===== config.mk =====
export PLATFORM = sky130hd
export DESIGN_NAME = alu_ctrl_seq
export DESIGN_NICKNAME = d
export VERILOG_FILES = /design/src/rtl/alu_ctrl_seq.sv
export SDC_FILE = /design/constraint.sdc
export NUM_CORES = 1
export LEC_CHECK = 0
export CAP_MARGIN = 20
export CORE_MARGIN = 2
export CORE_UTILIZATION = 47
export CTS_BUF_LIST = sky130_fd_sc_hd__clkbuf_4 sky130_fd_sc_hd__clkbuf_8
export DETAILED_ROUTE_END_ITERATION = 12
export GPL_TIMING_DRIVEN = 0
export PLACE_DENSITY = 0.86
export SETUP_SLACK_MARGIN = 0.4
export SYNTH_ARGS = -nofsm -noshare
export SYNTH_HDL_FRONTEND = slang
export SYNTH_SLANG_ARGS = --single-unit

===== constraint.sdc =====
create_clock -name clk_i -period 2.06 [get_ports clk_i]
set_clock_uncertainty 0.1 [all_clocks]
set_input_delay 0.515 -clock clk_i [delete_from_list [all_inputs] [get_ports clk_i]]
set_output_delay 0.515 -clock clk_i [all_outputs]
set_load 0.02 [all_outputs]

===== src/rtl/alu_ctrl_seq.sv =====
// Registered ALU control decoder with valid/ready handshakes on both sides and
// sequencing of multi-cycle MULT/DIV through an iterative mul/div unit.
module alu_ctrl_seq #(
  parameter int unsigned FUNCT_W   = 6,
  parameter int unsigned ALUOP_W   = 3,
  parameter int unsigned CTRL_W    = 4,
  parameter int unsigned MD_CYCLES = 32,
  parameter int unsigned CNT_W     = 6
) (
  input  logic               clk_i,
  input  logic               rst_i,
  input  logic               valid_i,
  output logic               ready_o,
  input  logic [ALUOP_W-1:0] ALUOp_i,
  input  logic [FUNCT_W-1:0] funct_i,
  input  logic               flush_i,
  output logic               valid_o,
  input  logic               ready_i,
  output logic [CTRL_W-1:0]  ALUCtrl_o,
  output logic               illegal_o,
  output logic               md_step_o,
  output logic               hilo_we_o,
  output logic               busy_o
);

  typedef enum logic [1:0] {StIdle, StIter, StOut} state_e;

  state_e            state_q, state_d;
  logic [CNT_W-1:0]  cnt_q, cnt_d;
  logic [CTRL_W-1:0] ctrl_q, ctrl_d;
  logic              ill_q, ill_d;
  logic              hilo_q, hilo_d;
  logic              valid_q, valid_d;
  logic              busy_q, busy_d;
  logic              rdy_en_q;

  logic [3:0] dec_code;
  logic       dec_ill;
  logic       dec_md;
  logic       accept;

  always_comb begin
    dec_code = 4'b1111;
    dec_ill  = 1'b1;
    dec_md   = 1'b0;
    case (ALUOp_i)
      ALUOP_W'(3'b000): begin dec_code = 4'b0010; dec_ill = 1'b0; end
      ALUOP_W'(3'b001): begin dec_code = 4'b0110; dec_ill = 1'b0; end
      ALUOP_W'(3'b011): begin dec_code = 4'b0000; dec_ill = 1'b0; end
      ALUOP_W'(3'b100): begin dec_code = 4'b0001; dec_ill = 1'b0; end
      ALUOP_W'(3'b101): begin dec_code = 4'b0111; dec_ill = 1'b0; end
      ALUOP_W'(3'b110): begin
        dec_ill = 1'b0;
        case (funct_i)
          FUNCT_W'(6'b100000): dec_code = 4'b0010;
          FUNCT_W'(6'b100010): dec_code = 4'b0110;
          FUNCT_W'(6'b100100): dec_code = 4'b0000;
          FUNCT_W'(6'b100101): dec_code = 4'b0001;
          FUNCT_W'(6'b100111): dec_code = 4'b1100;
          FUNCT_W'(6'b101010): dec_code = 4'b0111;
          FUNCT_W'(6'b000000): dec_code = 4'b1000;
          FUNCT_W'(6'b000010): dec_code = 4'b1001;
          FUNCT_W'(6'b011000): begin dec_code = 4'b1010; dec_md = 1'b1; end
          FUNCT_W'(6'b011010): begin dec_code = 4'b1011; dec_md = 1'b1; end
          default:             dec_ill  = 1'b1;
        endcase
      end
      default: ;
    endcase
  end

  // rdy_en_q keeps ready_o low until the first clock edge after reset release.
  assign ready_o = rdy_en_q & ((state_q == StIdle) | ((state_q == StOut) & ready_i));
  assign accept  = valid_i & ready_o & ~flush_i;

  always_comb begin
    state_d = state_q;
    cnt_d   = cnt_q;
    ctrl_d  = ctrl_q;
    ill_d   = ill_q;
    hilo_d  = hilo_q;
    if (flush_i) begin
      state_d = StIdle;
      cnt_d   = '0;
      ill_d   = 1'b0;
      hilo_d  = 1'b0;
    end else begin
      case (state_q)
        StIdle: ;
        StIter: begin
          if (cnt_q == '0) begin
            state_d = StOut;
            hilo_d  = 1'b1;
          end else begin
            cnt_d = cnt_q - CNT_W'(1);
          end
        end
        StOut: begin
          if (ready_i) begin
            state_d = StIdle;
            ill_d   = 1'b0;
            hilo_d  = 1'b0;
          end
        end
        default: state_d = StIdle;
      endcase
      if (accept) begin
        ctrl_d  = CTRL_W'(dec_code);
        ill_d   = dec_ill;
        hilo_d  = 1'b0;
        state_d = dec_md ? StIter : StOut;
        cnt_d   = dec_md ? CNT_W'(MD_CYCLES - 1) : '0;
      end
    end
    valid_d = (state_d == StOut);
    busy_d  = (state_d == StIter);
  end

  always_ff @(posedge clk_i or negedge rst_i) begin
    if (!rst_i) begin
      state_q  <= StIdle;
      cnt_q    <= '0;
      ctrl_q   <= CTRL_W'(4'b1111);
      ill_q    <= 1'b0;
      hilo_q   <= 1'b0;
      valid_q  <= 1'b0;
      busy_q   <= 1'b0;
      rdy_en_q <= 1'b0;
    end else begin
      state_q  <= state_d;
      cnt_q    <= cnt_d;
      ctrl_q   <= ctrl_d;
      ill_q    <= ill_d;
      hilo_q   <= hilo_d;
      valid_q  <= valid_d;
      busy_q   <= busy_d;
      rdy_en_q <= 1'b1;
    end
  end

  assign valid_o   = valid_q;
  assign busy_o    = busy_q;
  assign md_step_o = busy_q;
  assign hilo_we_o = hilo_q;
  assign illegal_o = ill_q;
  assign ALUCtrl_o = ctrl_q;

endmodule


; ---- After elaboration in Yosys (flattened, before gate mapping)
; Cells that the tools add are included.
[classes]
bitwise_logic = 6
muxes = 25
eq_ne = 21
n_reduce_logical = 15
n_addsub = 1
[op_table]
columns = operator, count
row1 = case mux 4 bit (10 select lines), 1
row2 = "equality test 6 bit, second input constant", 6
row3 = two-way mux 6 bit, 4
row4 = case mux 4 bit (6 select lines), 1
row5 = "equality test 6 x 5 -> 1 bit, second input constant", 2
row6 = logical NOT 6 bit, 2
row7 = two-way mux 1 bit, 10
row8 = two-way mux 2 bit, 5
row9 = OR reduction 10 bit, 1
row10 = "equality test 3 bit, second input constant", 3
row11 = nonzero test 3 bit, 3
row12 = "!= test 4 bit, second input constant", 2
row13 = "equality test 6 x 2 -> 1 bit, second input constant", 1
row14 = case mux 2 bit (3 select lines), 1
row15 = AND reduction 2 bit, 3
row16 = "subtractor 6 x 1 -> 6 bit, second input constant", 1
row17 = two-way mux 5 bit, 1
row18 = OR reduction 5 bit, 1
row19 = AND 1 bit, 4
row20 = "equality test 2 x 1 -> 1 bit, second input constant", 2
row21 = "equality test 2 bit, second input constant", 2
row22 = case mux 1 bit (2 select lines), 2
row23 = nonzero test 4 bit, 1
row24 = "equality test 3 x 1 -> 1 bit, second input constant", 1
row25 = other kinds (8), 8
[totals]
register_bits = 17
output_inout_bits = 10
word_cells = 76
input_bits = 14

; ---- Logic depth before layout (Yosys ltp)
[depth]
depth_word = 9
ltp_mapped = 8
mapped_depth_nobuf = 7

; ---- Worst setup path after synthesis
; OpenSTA, ideal clock, no wires.
[synth_path]
path_kind = input to register
start = input funct_i[0]
end = register cnt_q[3]
n_path_buf = 1
path_slack_ns = 0.052
required_ns = 1.895
stages = 6
setup_ns = 0.065
t_arrival_ns = 1.843
cell_sequence = or2_1 > buf_6 > or4_4 > a21oi_4 > o31a_1 > o22a_1
[synth_via]
elab_chain_len = 7
word_cells_on_any_way = 8
classes_between = eq/ne: 2 / mux: 5 / reduce/logical: 1
[synth_rtl]
columns = item, line_no
row1 = "start, declared", 15  ; input logic [FUNCT_W-1:0] funct_i,
row2 = equality test 6 x 5 -> 1 bit, 54  ; case (funct_i)
row3 = OR reduction 2 bit (no source line) (*), -
row4 = two-way mux 1 bit (*), 54
row5 = two-way mux 1 bit (*), 46  ; case (ALUOp_i)
row6 = two-way mux 5 bit (*), 112  ; cnt_d = dec_md ? CNT_W'(MD_CYCLES - 1) : '0;
row7 = two-way mux 6 bit (*), 107  ; if (accept) begin
row8 = two-way mux 6 bit (*), 82  ; if (flush_i) begin
row9 = "end signal, assigned", 131  ; cnt_q <= cnt_d;
row10 = "end, declared", 29  ; logic [CNT_W-1:0] cnt_q, cnt_d;
; Every way passes the cells marked *; elsewhere a longest branch is shown, timed or not.
; A chain may end at the register's enable or synchronous reset.

; ---- Worst setup path in the final report
[layout_path]
start = register state_q[1]
end = register cnt_q[3]
[layout_via]
elab_chain_len = 8
word_cells_on_any_way = 13
classes_between = eq/ne: 3 / mux: 2 / bitwise: 5 / reduce/logical: 3
[layout_rtl]
columns = item, line_no
row1 = "start, declared", 28  ; state_e state_q, state_d;
row2 = "start signal, assigned", 121  ; state_q <= StIdle;
row3 = "start signal, assigned", 130  ; state_q <= state_d;
row4 = equality test 2 bit, 73  ; assign ready_o = rdy_en_q & ((state_q == StIdle) | ((state_q == StOut) & ready_i));
row5 = AND 1 bit, 73
row6 = OR 1 bit, 73
row7 = AND 1 bit, 73
row8 = AND 1 bit (2 in a row), 74  ; assign accept = valid_i & ready_o & ~flush_i;
row9 = != test 3 bit (no source line) (tied with other cells), -
row10 = AND reduction 2 bit (no source line) / two-way mux 6 bit (equally long branches), -
; Parallel ways exist; a longest one is shown, timed or not.

==> run_results.csv <==
group,metric,value,unit
status,status,"finished clean",
pwr,p_total,1.34,mW
timing,post-route-min-period,2.05,ns
critical_path,end_kind,"register",
synth,ys_seq_area_share,37.2,%
synth,syn_area,1160,um^2
placement,place_area,1420,um^2
floorplanning,core-area,2280,um^2
detailed_routing,viasPerCell,5.93,
global_route,grt_pass1_wl,5.94,mm
clock_network,postCtsHoldBufs,0,
clock_network,clk_latency,0.30,ns
timing,rsz0062_at_grt,"yes",
synth,synth_edf_count,0,
synth,synth_nets,152,
clock_network,cts_sinks,17,
cells_and_area,layout_common_cells,"buf_4 (24), dfrtp_1 (12), a21oi_1 (10), nand2_1 (10), buf_2 (8)",
global_route,antenna_found_initial,0,
detailed_routing,dr.pass1.iters,4,
floorplanning,start_util,50.9,%
timing,final_max_slew_viol_count,0,
clock_network,cts-root-buf,"clkbuf_4",
pwr,p_per_area,763,nW/um^2
timing,max_slew.worst_pin.slew,0.826,ns
detailed_routing,vias,1246,
detailed_routing,finalWirelength,3.84,mm
detailed_routing,ant_nets,0,
synth,synth_ff_type,"dfrtp_1",
floorplanning,dieArea,2880,um^2
pwr,peakVddDrop,492,uV
synth,yosysTopAreaCellShare,28.1,%
synth,ys_async_sr_fraction,100,%
timing,hold_ws,0.368,ns
timing,finalSetupViolations,0,
synth,synth_seq_cells,17,
cells_and_area,layout-drive-gt1-share,43.4,%
global_route,grt.total_usage,29.5,%
cells_and_area,final_common_cell,"buf_4",
timing,post-route-period-util,99.5,%
critical_path,path_class,"register to register",
floorplanning,die_x,53.6,um
synth,syn_area_per_cell,8.70,um^2
placement,dp.cells,181,
global_route,grt_max_degree,18,
clock_network,cts_tree,"done",
clock_network,cts_max_path_buffers,2,
detailed_routing,post_drt_wl_per_cell,18.3,um
critical_path,worst-endpoint-required,2.21,ns
critical_path,worst-endpoint-arrival,2.20,ns
floorplanning,ios,24,
cells_and_area,final_nets,202,
cells_and_area,fin_cells,210,
cells_and_area,fin_area,1760,um^2
synth,synth_area_leaders,"dfrtp_1 (28%), dfstp_2 (9.1%), a21oi_1 (5.6%)",
synth,ys_types,48,
detailed_routing,drt_iter0_drc,30,
cells_and_area,multi_input_comb_area,812,um^2
synth,syn_inst,133,
timing,fmax,488,MHz
global_route,grt_pass1_vias,1263,
global_route,overflow,0,
synth,synth.yosys.warnings,0,
placement,hpwl,2.09,mm
critical_path,cp-start-kind,"register",
timing,tns,0,ns
cells_and_area,register_area,432,um^2
timing,slew-limit-headroom,44.7,%
placement,place_congestion,0.886,
clock_network,cts_buffers,3,
clock_network,clk_pin_slew,0.11,ns
cells_and_area,areaGrowthSynthToFinish,52.1,%
detailed_routing,route.detailed.drc,0,
critical_path,critPathMaxFanout,7,
clock_network,ctsHtreeMaxLevel,1,
floorplanning,rows,17,
synth,yosys.area.top_type,"dfrtp_1",
run,max-cap-violations,0,
cells_and_area,nFillCells,156,
cells_and_area,num_antenna_cells,0,
pwr,leakage,0.799,nW
floorplanning,die_h,53.6,um
placement,io_buffers,20,
timing,finalHoldViolCount,0,
worst_hold_path,min_path_type,"register to register",
==> repair_timing <==
item                                    CTS  global route
cloned                                    0             0
pin swaps                                19            12
setup buffers                            16             9
endpoints found under the setup margin   26            20
hold endpoints to repair                  0             0
resized for setup                        76            10
==> layout make-up <==
cell class              instances  share of cell area [%]
multi-input cells              99                    46.1
flip-flops and latches         17                    24.5
plain buffers                   6                    2.56
repair buffers                 45                    20.8
well taps                      28                    1.99
inverters                      11                    2.35
clock buffers                   4                    1.71
==> worst paths after layout <==
path	slack, ns	from	end	depth (start not counted)
worst min register to register	0.37	ALUCtrl_o[1]	ALUCtrl_o[1]	2
worst max-delay path	0.01	state_q[1]	cnt_q[3]	9
worst max register to register	0.01	state_q[1]	cnt_q[3]	9
min in group asynchronous	0.58	rst_i	state_q[0]	1
max in group asynchronous	0.72	rst_i	state_q[1]	1
worst min-delay path	0.37	ALUCtrl_o[1]	ALUCtrl_o[1]	2
==> stage by stage <==
stage / worst slack (ns) / util (%)
3_3_place_gp: -0.510 / 62.6
4_1_cts: 0.0550 / 72.6
2_1_floorplan: 0.0769 / -
3_5_place_dp: -0.560 / 62.6
6_report: 0.0104 / 77.4
5_1_grt: -0.0589 / 77.4
==> worst max-delay path, cell delays in order, from the launching register on <==
cell and delay, ns:
dfrtp_2 0.44, inv_2 0.07, ha_4 0.16, a21o_1 0.18
buf_6 0.13, and4b_1 0.20, buf_6 0.14, a21oi_4 0.24
o31a_1 0.19, o22a_1 0.14
==> cell families after synthesis <==
group,count (synthesis),share of synthesized area (%)
simple gates,40,19.2
fa+ha+maj,5,5.41
compound gates,50,28.6
flops,17,37.2
xor+xnor,3,2.27
other cells,1,0.324
buf+inv,17,6.92
==> cell usage after synthesis, types with 2 or more instances <==
cell type	count
dfstp_2	4
o31ai_1	2
nand3_1	4
dfrtp_1	13
nand2b_1	2
buf_2	4
nor3_1	2
o211ai_1	2
xnor2_1	2
o21ai_0	11
ha_1	5
o31a_1	2
a21oi_1	13
nand3b_1	2
nand2_1	10
and2_1	2
inv_1	11
nor2_1	7
o22ai_1	3
a21o_1	4
==> report_power, final <==
| group | switching [mW] | total (mW) | internal (mW) |
|---|---|---|---|
| clock | 0.118 | 0.207 | 0.0887 |
| combinational | 0.339 | 0.649 | 0.310 |
| sequential | 0.0693 | 0.488 | 0.419 |
==> per-layer routing <==
metal	wire length [um]	share of wire (%)	up-vias	GRT usage, %
met4	116	3.0	0	15.4
met1	1460	38	606	29.0
met5	0	0	-	0
met3	163	4.2	14	4.17
met2	2100	55	48	58.6
li1	-	-	578	-
==> sequential cells by signal, summed over array words and instances, names as in the netlist <==
register / cells
ALUCtrl_o: 4
cnt_q: 6
rdy_en_q: 1
valid_o: 1
state_q: 2
hilo_we_o: 1
illegal_o: 1
busy_o: 1
Note: power is estimated with default switching activity, not from simulation.
